[config.mk]
export PLATFORM = sky130hd
export DESIGN_NAME = serial_add_ctrl
export DESIGN_NICKNAME = d
export VERILOG_FILES = /design/src/rtl/serial_add_ctrl.sv
export SDC_FILE = /design/constraint.sdc
export NUM_CORES = 1
export LEC_CHECK = 0
export BUFFER_PORTS_ARGS = -buffer_cell sky130_fd_sc_hd__clkbuf_2
export CELL_PAD_IN_SITES_DETAIL_PLACEMENT = 0
export CELL_PAD_IN_SITES_GLOBAL_PLACEMENT = 1
export CORE_MARGIN = 1
export CORE_UTILIZATION = 44
export DETAILED_ROUTE_END_ITERATION = 10
export PLACE_DENSITY = 0.92
export SYNTH_ARGS = -nofsm -noshare
export SYNTH_HDL_FRONTEND = slang
export SYNTH_SLANG_ARGS = --single-unit
export TNS_END_PERCENT = 20
[constraint.sdc]
create_clock -name clk -period 2.1 [get_ports clk]
set_clock_uncertainty 0.2 [all_clocks]
set_input_delay 0.315 -clock clk [delete_from_list [all_inputs] [get_ports clk]]
set_output_delay 0.315 -clock clk [all_outputs]
set_load 0.02 [all_outputs]
[src/rtl/serial_add_ctrl.sv]
// serial_add_ctrl: bit-serial adder controller built around one fullAdd cell.
// Operands are latched on an accepted start, then added one bit per clock,
// LSB first. The carry is kept in a register between bits. The registered
// sum/cout are presented with a one-cycle done pulse.
// Optional feature macro: SERIAL_ADD_OVF_EN adds a registered signed-overflow
// output `ovf`.

// Single-bit full adder cell that the controller steps across the operand.
module fullAdd (
  input  logic x,
  input  logic y,
  input  logic z,
  output logic fsum,
  output logic c
);

  // Sum and carry of three one-bit inputs.
  always_comb begin
    fsum = x ^ y ^ z;
    c    = (x & y) | (x & z) | (y & z);
  end

endmodule

module serial_add_ctrl #(
  parameter int unsigned WIDTH = 8
) (
  input  logic             clk,
  input  logic             rst,
  input  logic             start,
  input  logic [WIDTH-1:0] a,
  input  logic [WIDTH-1:0] b,
  input  logic             cin,
  output logic             busy,
  output logic             done,
  output logic [WIDTH-1:0] sum,
  output logic             cout
`ifdef SERIAL_ADD_OVF_EN
  ,
  output logic             ovf
`endif
);

  localparam int unsigned CW = $clog2(WIDTH + 1);
  localparam logic [CW-1:0] LAST_BIT = CW'(WIDTH - 1);

  localparam logic [1:0] ST_IDLE = 2'd0;
  localparam logic [1:0] ST_RUN  = 2'd1;
  localparam logic [1:0] ST_DONE = 2'd2;

  logic [1:0]       state;
  logic [WIDTH-1:0] a_sr;
  logic [WIDTH-1:0] b_sr;
  logic [WIDTH-1:0] res_sr;
  logic [WIDTH-1:0] res_next;
  logic             carry;
  logic [CW-1:0]    cnt;
  logic             fa_sum;
  logic             fa_c;

  fullAdd u_fa (
    .x    (a_sr[0]),
    .y    (b_sr[0]),
    .z    (carry),
    .fsum (fa_sum),
    .c    (fa_c)
  );

  // Result shift register after inserting the current bit at the MSB end.
  // A one-bit adder has nothing to shift, so it is special-cased.
  generate
    if (WIDTH == 1) begin : g_res_w1
      always_comb res_next = fa_sum;
    end else begin : g_res_wn
      always_comb res_next = {fa_sum, res_sr[WIDTH-1:1]};
    end
  endgenerate

  // Status outputs decode directly from the registered state.
  always_comb begin
    busy = (state == ST_RUN);
    done = (state == ST_DONE);
  end

  // Sequencer: accept operands, step one bit per clock, capture the result.
  always_ff @(posedge clk) begin
    if (rst) begin
      state  <= ST_IDLE;
      a_sr   <= '0;
      b_sr   <= '0;
      res_sr <= '0;
      carry  <= 1'b0;
      cnt    <= '0;
      sum    <= '0;
      cout   <= 1'b0;
`ifdef SERIAL_ADD_OVF_EN
      ovf    <= 1'b0;
`endif
    end else begin
      case (state)
        ST_IDLE, ST_DONE: begin
          if (start) begin
            a_sr  <= a;
            b_sr  <= b;
            carry <= cin;
            cnt   <= '0;
            state <= ST_RUN;
          end else begin
            state <= ST_IDLE;
          end
        end
        ST_RUN: begin
          a_sr   <= a_sr >> 1;
          b_sr   <= b_sr >> 1;
          res_sr <= res_next;
          carry  <= fa_c;
          cnt    <= cnt + CW'(1);
          if (cnt == LAST_BIT) begin
            sum   <= res_next;
            cout  <= fa_c;
`ifdef SERIAL_ADD_OVF_EN
            // carry still holds the carry into the MSB on this edge
            ovf   <= carry ^ fa_c;
`endif
            state <= ST_DONE;
          end
        end
        default: state <= ST_IDLE;
      endcase
    end
  end

endmodule
Word level (Yosys, flattened, before mapping)
Cells that the tools add are included.
{"block": "word_totals", "n_memories": 0, "ff_bits": 40, "mem_bits_ro": 0, "ramBits": 0, "input_bits": 20, "wordCells": 37, "latch_bits": 0, "out_inout_bits": 11}
{"block": "op_classes", "n_mul": 0, "n_reduce_logical": 5, "magnitude_cmp": 0, "add_sub_neg": 1, "n_eq_ne": 5, "bitwise_logic": 7, "div_mod_pow": 0, "shift": 0, "muxes": 11}
{"cell": "$pmux 8 s2", "n": 2}
{"cell": "$mux 8", "n": 2}
{"cell": "$pmux 4 s2", "n": 1}
{"cell": "$add 4x1->4 const B", "n": 1}
{"cell": "$eq 4x3->1 const B", "n": 1}
{"cell": "$mux 4", "n": 1}
{"cell": "$pmux 2 s2", "n": 1}
{"cell": "$reduce_and 2->1", "n": 2}
{"cell": "$and 1x1->1", "n": 3}
{"cell": "$eq 2x1->1 const B", "n": 1}
{"cell": "$eq 2x2->1 const B", "n": 1}
{"cell": "$logic_not 2->1", "n": 1}
{"cell": "$mux 1", "n": 2}
{"cell": "$mux 2", "n": 1}
{"cell": "$ne 2x1->1 const B", "n": 1}
{"cell": "$ne 2x2->1 const B", "n": 1}
{"cell": "$or 1x1->1", "n": 2}
{"cell": "$pmux 1 s2", "n": 1}
{"cell": "$reduce_bool 2->1", "n": 1}
{"cell": "$reduce_or 2->1", "n": 1}
{"cell": "$xor 1x1->1", "n": 2}

Depth between registers and ports, before layout
Gate-level depths: netlist of the first run.
{"block": "depth", "word_depth": 4, "mapped_depth": 5, "ltp_nobuf": 4}

Modules after synthesis
A second synthesis of the first run with hierarchy kept.
{"block": "hier_totals", "hier_cells": 177, "hier_area_um2": 1651.6}
{"mod": "serial_add_ctrl", "area_each_um2": 1631.6, "instances": 1, "seq_area_each_um2": 780.7, "cells_each": 176}
{"mod": "fullAdd", "area_each_um2": 20.0, "instances": 1, "seq_area_each_um2": 0.0, "cells_each": 1}

Worst setup path after synthesis of the first run
No wires, ideal clock.
{"block": "synth_path", "path_type": "register -> register", "start": "register cnt[1]", "end": "register cout", "path_slack_ns": 0.699, "n_path_buf": 0, "stages_incl_launch_ff": 5, "t_required_ns": 1.828, "arrival_ns": 1.129, "setup_time_ns": 0.072, "synth_period_minus_slack_ns": 1.401, "path_cell_list": "dfxtp_1 ha_1 nand3b_1 nor2_8 mux2i_1"}
{"block": "synth_via", "elab_chain_len": 2}
{"element": "start: declaration", "line": "57", "source": "logic [CW-1:0] cnt;"}
{"element": "start signal: assignment", "line": "117", "source": "cnt <= cnt + CW'(1);"}
{"element": "$eq 4x3->1", "line": "118", "source": "if (cnt == LAST_BIT) begin"}
{"element": "$reduce_and 2->1 (no source line)"}
{"element": "end signal: assignment", "line": "95", "source": "cout <= 1'b0;"}
{"element": "end signal: assignment", "line": "120", "source": "cout <= fa_c;"}
{"element": "end: declaration", "line": "37", "source": "output logic cout"}
No other way between the ends.
A chain may end at the register's enable or synchronous reset.

Final worst setup path of the first run
{"block": "layout_path", "start": "register state[1]", "end": "output port busy"}
{"block": "layout_via", "elab_chain_len": 1}
{"element": "start: declaration", "line": "51", "source": "logic [1:0] state;"}
{"element": "start signal: assignment", "line": "88", "source": "state <= ST_IDLE;"}
{"element": "start signal: assignment", "line": "107", "source": "state <= ST_RUN;"}
{"element": "start signal: assignment", "line": "109", "source": "state <= ST_IDLE;"}
{"element": "$eq 2x1->1", "line": "81", "source": "busy = (state == ST_RUN);"}
{"element": "end: declaration", "line": "34", "source": "output logic busy,"}
No other way between the ends.

==> results by group, run 1 <==
Clocking
  • Clock sinks: 39
  • Reg clk slew, reported paths: 0.07 ns
  • Cts repair resizes: 0
  • Largest buffer count on any clock path: 2
  • Clock Latency Late Sink: between 0.2 and 0.3 ns
  • Root buf cell: clkbuf_8
  • Post-CTS setup buffers: 0
  • CTS tree: yes
  • Hold_buf cts: 0
  • Num CTS Buffers: 5
  • CTS H-tree lvls: 2

Synthesis
  • Leading area contributor after synthesis: dfxtp_1
  • Top cells by area, synth: dfxtp_1 46%, a21oi_1 7.3%, nand2b_1 7.3%, a22oi_1 6.2%, mux2i_1 5.3%
  • Synth unique cells: 31
  • Mapped Nets: approximately 200
  • Post-synth top area share: 0.457
  • Ys async rst share: 0
  • Seq/Total Area, Yosys: 0.457
  • Post-synth EDFFs: 0
  • Most common cell in the netlist: dfxtp_1
  • Mapped Area: between 1500 and 2000 um2
  • Syn avg cell area: 9.64 um2
  • #FFs+latches synth: 39
  • Gate Count Post-Synth: 177
  • Yosys warning total: 0
  • Most used DFF post-synth: dfxtp_1
  • Synth cell count leaders: 39 x dfxtp_1, 25 x a21oi_1, 20 x nand2b_1

STA
  • Period utilization: 0.914
  • Final Max Tran Viols: 0
  • Fmax: ~520 MHz
  • Final TNS setup: 0 ns
  • Hold_ws: around 0.037 ns
  • Setup-failing EPs final: 0
  • Fin crit period: between 1.5 and 2 ns
  • Relative slew slack: 0.689
  • Worst slew pin tran: about 0.47 ns
  • Final hold vios: 0
  • RSZ-0062 raised after global routing: false

Layout
  • Area of the multi-input gates: between 800 and 900 um2
  • Fillers: between 300 and 400
  • Layout cell share with drive strength beyond 1: 0.266
  • Area grow syn2layout: 14.4%
  • Nets: about 230
  • Reg area: approximately 780 um2
  • Diode count: 0

Drt
  • DRT antenna net count: 0
  • Vias: 1,303
  • DR WL/cell: 12.2 um
  • Initial drt markers: 53
  • DR pass1 iterations: 4
  • Vias per cell: roughly 5.1
  • Final WL: around 3.1 mm
  • # DRC: 0

Power and ir drop
  • Internal cell power: about 1100 uW
  • Static leakage: approximately 0.00074 uW
  • Clock share of power: 0.369
  • Pwr Density: about 770 nW/um2
  • PnR Total Power: around 1500 uW
  • Psw: 368 uW
  • Share of power burned in registers: 0.523
  • Sw frac: 0.245
  • Maximum vdd ir drop: around 430 uV
  • Combinational power share: 0.108

Critical path
  • CP Capture Type: primary output
  • Critical path type: reg2out
  • Critical R2R Capture: a_sr[1]
  • RR Startpoint: state[1]
  • Worst Path Arrival: 1.40 ns
  • CP max stage delay: 0.33 ns
  • Crit start category: flip-flop
  • Crit path cell chain: nand2b_4, clkinv_2, clkbuf_2
  • R2r setup slk: 0.37 ns
  • Worst reg2reg path depth: 5
  • Top fanout value on the critical path: 19
  • Slowest stage cell, crit path: dfxtp_1
  • Crit path required time: 1.58 ns

Placed design
  • Detailed placement HPWL: just over 2 mm
  • Port Buffer Count: 30
  • RePlAce Congestion: between 0.7 and 0.8

Floorplanning
  • Die Wd: approximately 64 um
  • Top-level port count: 31
  • Core area: ~3700 um2
  • Die area: between 4000 and 5000 um2
  • Die H: roughly 64 um
  • Starting Density: 0.463
  • FP Rows: 22

Min path
  • Worst Hold End: a_sr[7]
  • HP Start: a[7]
  • Worst hold stages: 3
  • HP Class: in2reg

Global route
  • Vias in the first global route: approximately 1.2k
  • Overflow after GRT: 0
  • Largest net degree at the start of global routing: 31
  • Initial antenna violation count: 0
  • First-pass GRT wire length: ~5.2 mm
  • Tot GR Track Use: 0.164

Status
  • Status: finished clean

Run
  • Max_cap viols: 0
## power groups by stage
stage | logic (uW) | registers, uW | clock network (uW)
finish | 162 | 786 | 554
global route | 179 | 790 | 591
CTS | 162 | 786 | 573
detailed placement | 162 | 803 | 0
global placement | 159 | 802 | 0
floorplan | 133 | 799 | 0
## registers in the layout, indices dropped and copies added (netlist names)
signal  count
cout        1
state       2
sum         8
cnt         4
res_sr      7
b_sr        8
carry       1
a_sr        8
## metal layers
metal,vias up,global-route usage,share of wire
met5,-,0,0
met2,29,0.268,0.45
met3,5,0.0661,0.045
li1,672,-,-
met4,0,0.0667,0.013
met1,597,0.189,0.49
## stage by stage
| stage | cell area (um2) | utilization | worst slack, ns | cells |
|---|---|---|---|---|
| global placement | 1850 | 0.502 | 0.439 | 247 |
| global route | 1950 | 0.529 | 0.0886 | 255 |
| CTS | 1950 | 0.529 | 0.169 | 255 |
| floorplan | 1710 | - | 0.699 | 177 |
| finish | 1950 | 0.529 | 0.181 | 255 |
| detailed placement | 1850 | 0.502 | 0.391 | 247 |
## cell families after synthesis
logic type,after synthesis,synth area share
compound gates,44,0.165
buf+inv,15,0.0674
mux,11,0.0682
flops,39,0.457
fa+ha+maj,2,0.0191
simple gates,66,0.223
## how the worst max path moves through the flow
stage | startpoint | end | slack, ns | cells past startpoint
6_report | state[1] | busy | 0.18 | 3
5_1_grt | state[1] | busy | 0.09 | 3
4_1_cts | state[1] | busy | 0.17 | 3
3_5_place_dp | state[1] | a_sr[5] | 0.39 | 5
3_3_place_gp | state[1] | a_sr[0] | 0.44 | 5
2_1_floorplan | cnt[1] | cout | 0.70 | 4
## worst max-delay path: cells and delay by family, from the launching register on
kind / cells / cell delay [ns]
buf+inv: 2 / 0.53
flops: 1 / 0.33
simple gates: 1 / 0.25
## cell type report
type,count,share of cell area
Sequential cell,39,0.400
Multi-Input combinational cell,123,0.415
Inverter,1,0.00256
Clock buffer,8,0.0513
Timing Repair Buffer,36,0.100
Tap cell,48,0.0308
## cell usage in the layout, fill, tap and decap left out, types with 2 or more instances in the layout
cell and count:
a21oi_2 3, dfxtp_1 39, nand2b_1 20, clkbuf_2 30, nand3_1 16, a21oi_1 25
a22oi_1 14, clkbuf_8 7, nand3_2 3, nor2_1 2, mux2i_1 9, nand2_1 17
buf_4 6
Note: power is estimated with default switching activity, not from simulation.
==> inputs of run 2 (changes only) <==
--- a/config.mk
+++ b/config.mk
@@ -11,8 +11,9 @@
 export CORE_MARGIN = 1
 export CORE_UTILIZATION = 44
 export DETAILED_ROUTE_END_ITERATION = 10
-export PLACE_DENSITY = 0.92
+export PLACE_DENSITY_LB_ADDON = 0.15
 export SYNTH_ARGS = -nofsm -noshare
 export SYNTH_HDL_FRONTEND = slang
+export SYNTH_HIERARCHICAL = 1
 export SYNTH_SLANG_ARGS = --single-unit
 export TNS_END_PERCENT = 20
==> run 2 against run 1 <==
Net effect:
- hold slack improved by 0.0048 ns
- cell count fell by 1.6%
- largest cell class is now registers
- routed wire length fell by 1.4%
- critical endpoint unchanged
- utilization rose by 1.8 points
- setup slack improved by 0.079 ns
==> results by group, run 2 <==
Synthesis
  • #FFs+latches synth: 39
  • Mapped Nets: approximately 200
  • Synth cell count leaders: 39 x dfxtp_1, 28 x a21oi_1, 20 x nand2b_1
  • Post-synth top area share: 0.473
  • Yosys warning total: 6
  • Post-synth EDFFs: 0
  • Gate Count Post-Synth: about 180
  • Seq/Total Area, Yosys: 0.473
  • Mapped Area: 1650 um2
  • Synth unique cells: 26
  • Most used DFF post-synth: dfxtp_1
  • Top cells by area, synth: dfxtp_1 47%, a21oi_1 8.5%, nand2b_1 7.6%, a22oi_1 6.8%, nand3_1 5.8%
  • Syn avg cell area: a little over 9 um2
  • Most common cell in the netlist: dfxtp_1
  • Leading area contributor after synthesis: dfxtp_1
  • Ys async rst share: 0

Critical path
  • CP max stage delay: about 0.32 ns
  • RR Startpoint: state[1]
  • Slowest stage cell, crit path: dfxtp_1
  • CP Capture Type: primary output
  • Crit path max-delay family: buffers and inverters
  • Worst reg2reg path depth: 4
  • CP bufs+invs: 2
  • Top fanout value on the critical path: 28
  • Crit start category: flip-flop
  • Crit path required time: 1.58 ns
  • Worst Path Arrival: approximately 1.3 ns
  • R2r setup slk: 0.48 ns
  • Critical path type: reg2out
  • Critical R2R Capture: cnt[3]
  • Crit path cell chain: nand2b_2, clkinv_2, clkbuf_2

Drt
  • DRT antenna net count: 0
  • # DRC: 0
  • DR pass1 iterations: 4
  • Vias: roughly 1.3k
  • Initial drt markers: approximately 70
  • DR WL/cell: roughly 12 um
  • Final WL: between 3 and 4 mm
  • Vias per cell: 5.27

Layout
  • Most common cell after layout, fill and taps aside: dfxtp_1
  • Area grow syn2layout: 14.8%
  • Regs by FF count: a_sr: 8 flops, b_sr: 8 flops, sum: 8 flops
  • Nets: 226
  • Area of the multi-input gates: 773 um2
  • Fillers: 335
  • Layout cell share with drive strength beyond 1: 0.224
  • Reg area: approximately 780 um2
  • Most frequent cells in the layout: 39 x dfxtp_1, 30 x clkbuf_2, 28 x a21oi_1
  • Diode count: 0

Clocking
  • CTS H-tree lvls: 2
  • Clock sinks: 39
  • Root buf cell: clkbuf_8
  • Post-CTS setup buffers: 0
  • Hold_buf cts: 0
  • CTS tree: yes
  • Cts repair resizes: 0
  • Clock Latency Late Sink: 0.29 ns
  • Reg clk slew, reported paths: 0.07 ns
  • Largest buffer count on any clock path: 2
  • Num CTS Buffers: 5

Status
  • Status: finished clean

STA
  • RSZ-0062 raised after global routing: false
  • Fin crit period: around 1.8 ns
  • Worst slew pin tran: ~0.44 ns
  • Setup-failing EPs final: 0
  • Final Max Tran Viols: 0
  • Final hold vios: 0
  • Fmax: about 540 MHz
  • Period utilization: 0.876
  • Hold_ws: around 0.042 ns
  • Relative slew slack: 0.704
  • Final TNS setup: 0 ns

Power and ir drop
  • Combinational power share: 0.101
  • Psw: 355 uW
  • Pwr Density: between 700 and 800 nW/um2
  • Static leakage: roughly 0.00073 uW
  • Internal cell power: between 1000 and 1500 uW
  • Maximum vdd ir drop: just over 400 uV
  • PnR Total Power: approximately 1500 uW
  • Sw frac: 0.240
  • Share of power burned in registers: 0.529
  • Clock share of power: 0.370

Global route
  • Largest net degree at the start of global routing: 30
  • Tot GR Track Use: 0.168
  • Initial antenna violation count: 0
  • Overflow after GRT: 0
  • Vias in the first global route: between 1k and 1.5k
  • First-pass GRT wire length: 5.31 mm

Run
  • Max_cap viols: 0

Floorplanning
  • Top-level port count: 31
  • Die H: 63.3 um
  • Core area: 3470 um2
  • Die area: between 4000 and 5000 um2
  • Starting Density: 0.476
  • FP Rows: 21
  • Die Wd: 63.3 um

Placed design
  • RePlAce Congestion: 0.726
  • Port Buffer Count: 30
  • Detailed placement HPWL: 1.99 mm

Min path
  • HP Start: a[7]
  • Worst Hold End: a_sr[7]
  • Worst hold stages: 3
  • HP Class: in2reg
## run 2: cells by family after synthesis
logic type,Yosys count,synth area share
mux,11,0.0705
flops,39,0.473
buf+inv,15,0.0591
simple gates,66,0.217
compound gates,44,0.161
fa+ha+maj,2,0.0197
## run 2: power groups by stage
stage                     sequential (uW)  combinational [uW]  clock [uW]
after floorplan                       798                 121           0
after global placement                800                 147           0
after detailed placement              802                 151           0
after CTS                             785                 151         562
after global routing                  788                 167         590
final                                 785                 149         548
## run 2: worst max-delay path by stage
stage	start	end	cells after the start
finish	state[1]	busy	3
global placement	state[1]	cnt[3]	4
floorplan	cnt[0]	cout	4
global route	state[1]	busy	3
CTS	state[1]	busy	3
detailed placement	state[1]	cnt[3]	4
## run 2: layout make-up
class                   instances  share of cell area
multi-input cells             123               0.408
flip-flops and latches         39               0.412
repair buffers                 34              0.0950
well taps                      46              0.0303
clock buffers                   8              0.0528
inverters                       1             0.00264
## run 2: stage by stage
| step | std cells | util | cell area, um2 | setup WS, ns |
|---|---|---|---|---|
| finish | 251 | 0.547 | 1900 | 0.260 |
| detailed placement | 243 | 0.518 | 1800 | 0.485 |
| floorplan | 177 | - | 1650 | 0.699 |
| global placement | 243 | 0.518 | 1800 | 0.523 |
| CTS | 251 | 0.547 | 1900 | 0.247 |
| global route | 251 | 0.547 | 1900 | 0.175 |
## run 2: per-layer routing
| layer | vias up | GRT usage | wire length (um) |
|---|---|---|---|
| met4 | 0 | 0.0795 | 48 |
| met3 | 5 | 0.0507 | 123 |
| li1 | 668 | - | - |
| met1 | 624 | 0.182 | 1360 |
| met5 | - | 0 | 0 |
| met2 | 27 | 0.296 | 1540 |
## run 2: worst reg2reg max path: cells and delay by family (launching register included)
kind	cells	cell delay [ns]
flops	1	0.32
simple gates	2	0.36
buf+inv	1	0.31
mux	1	0.32
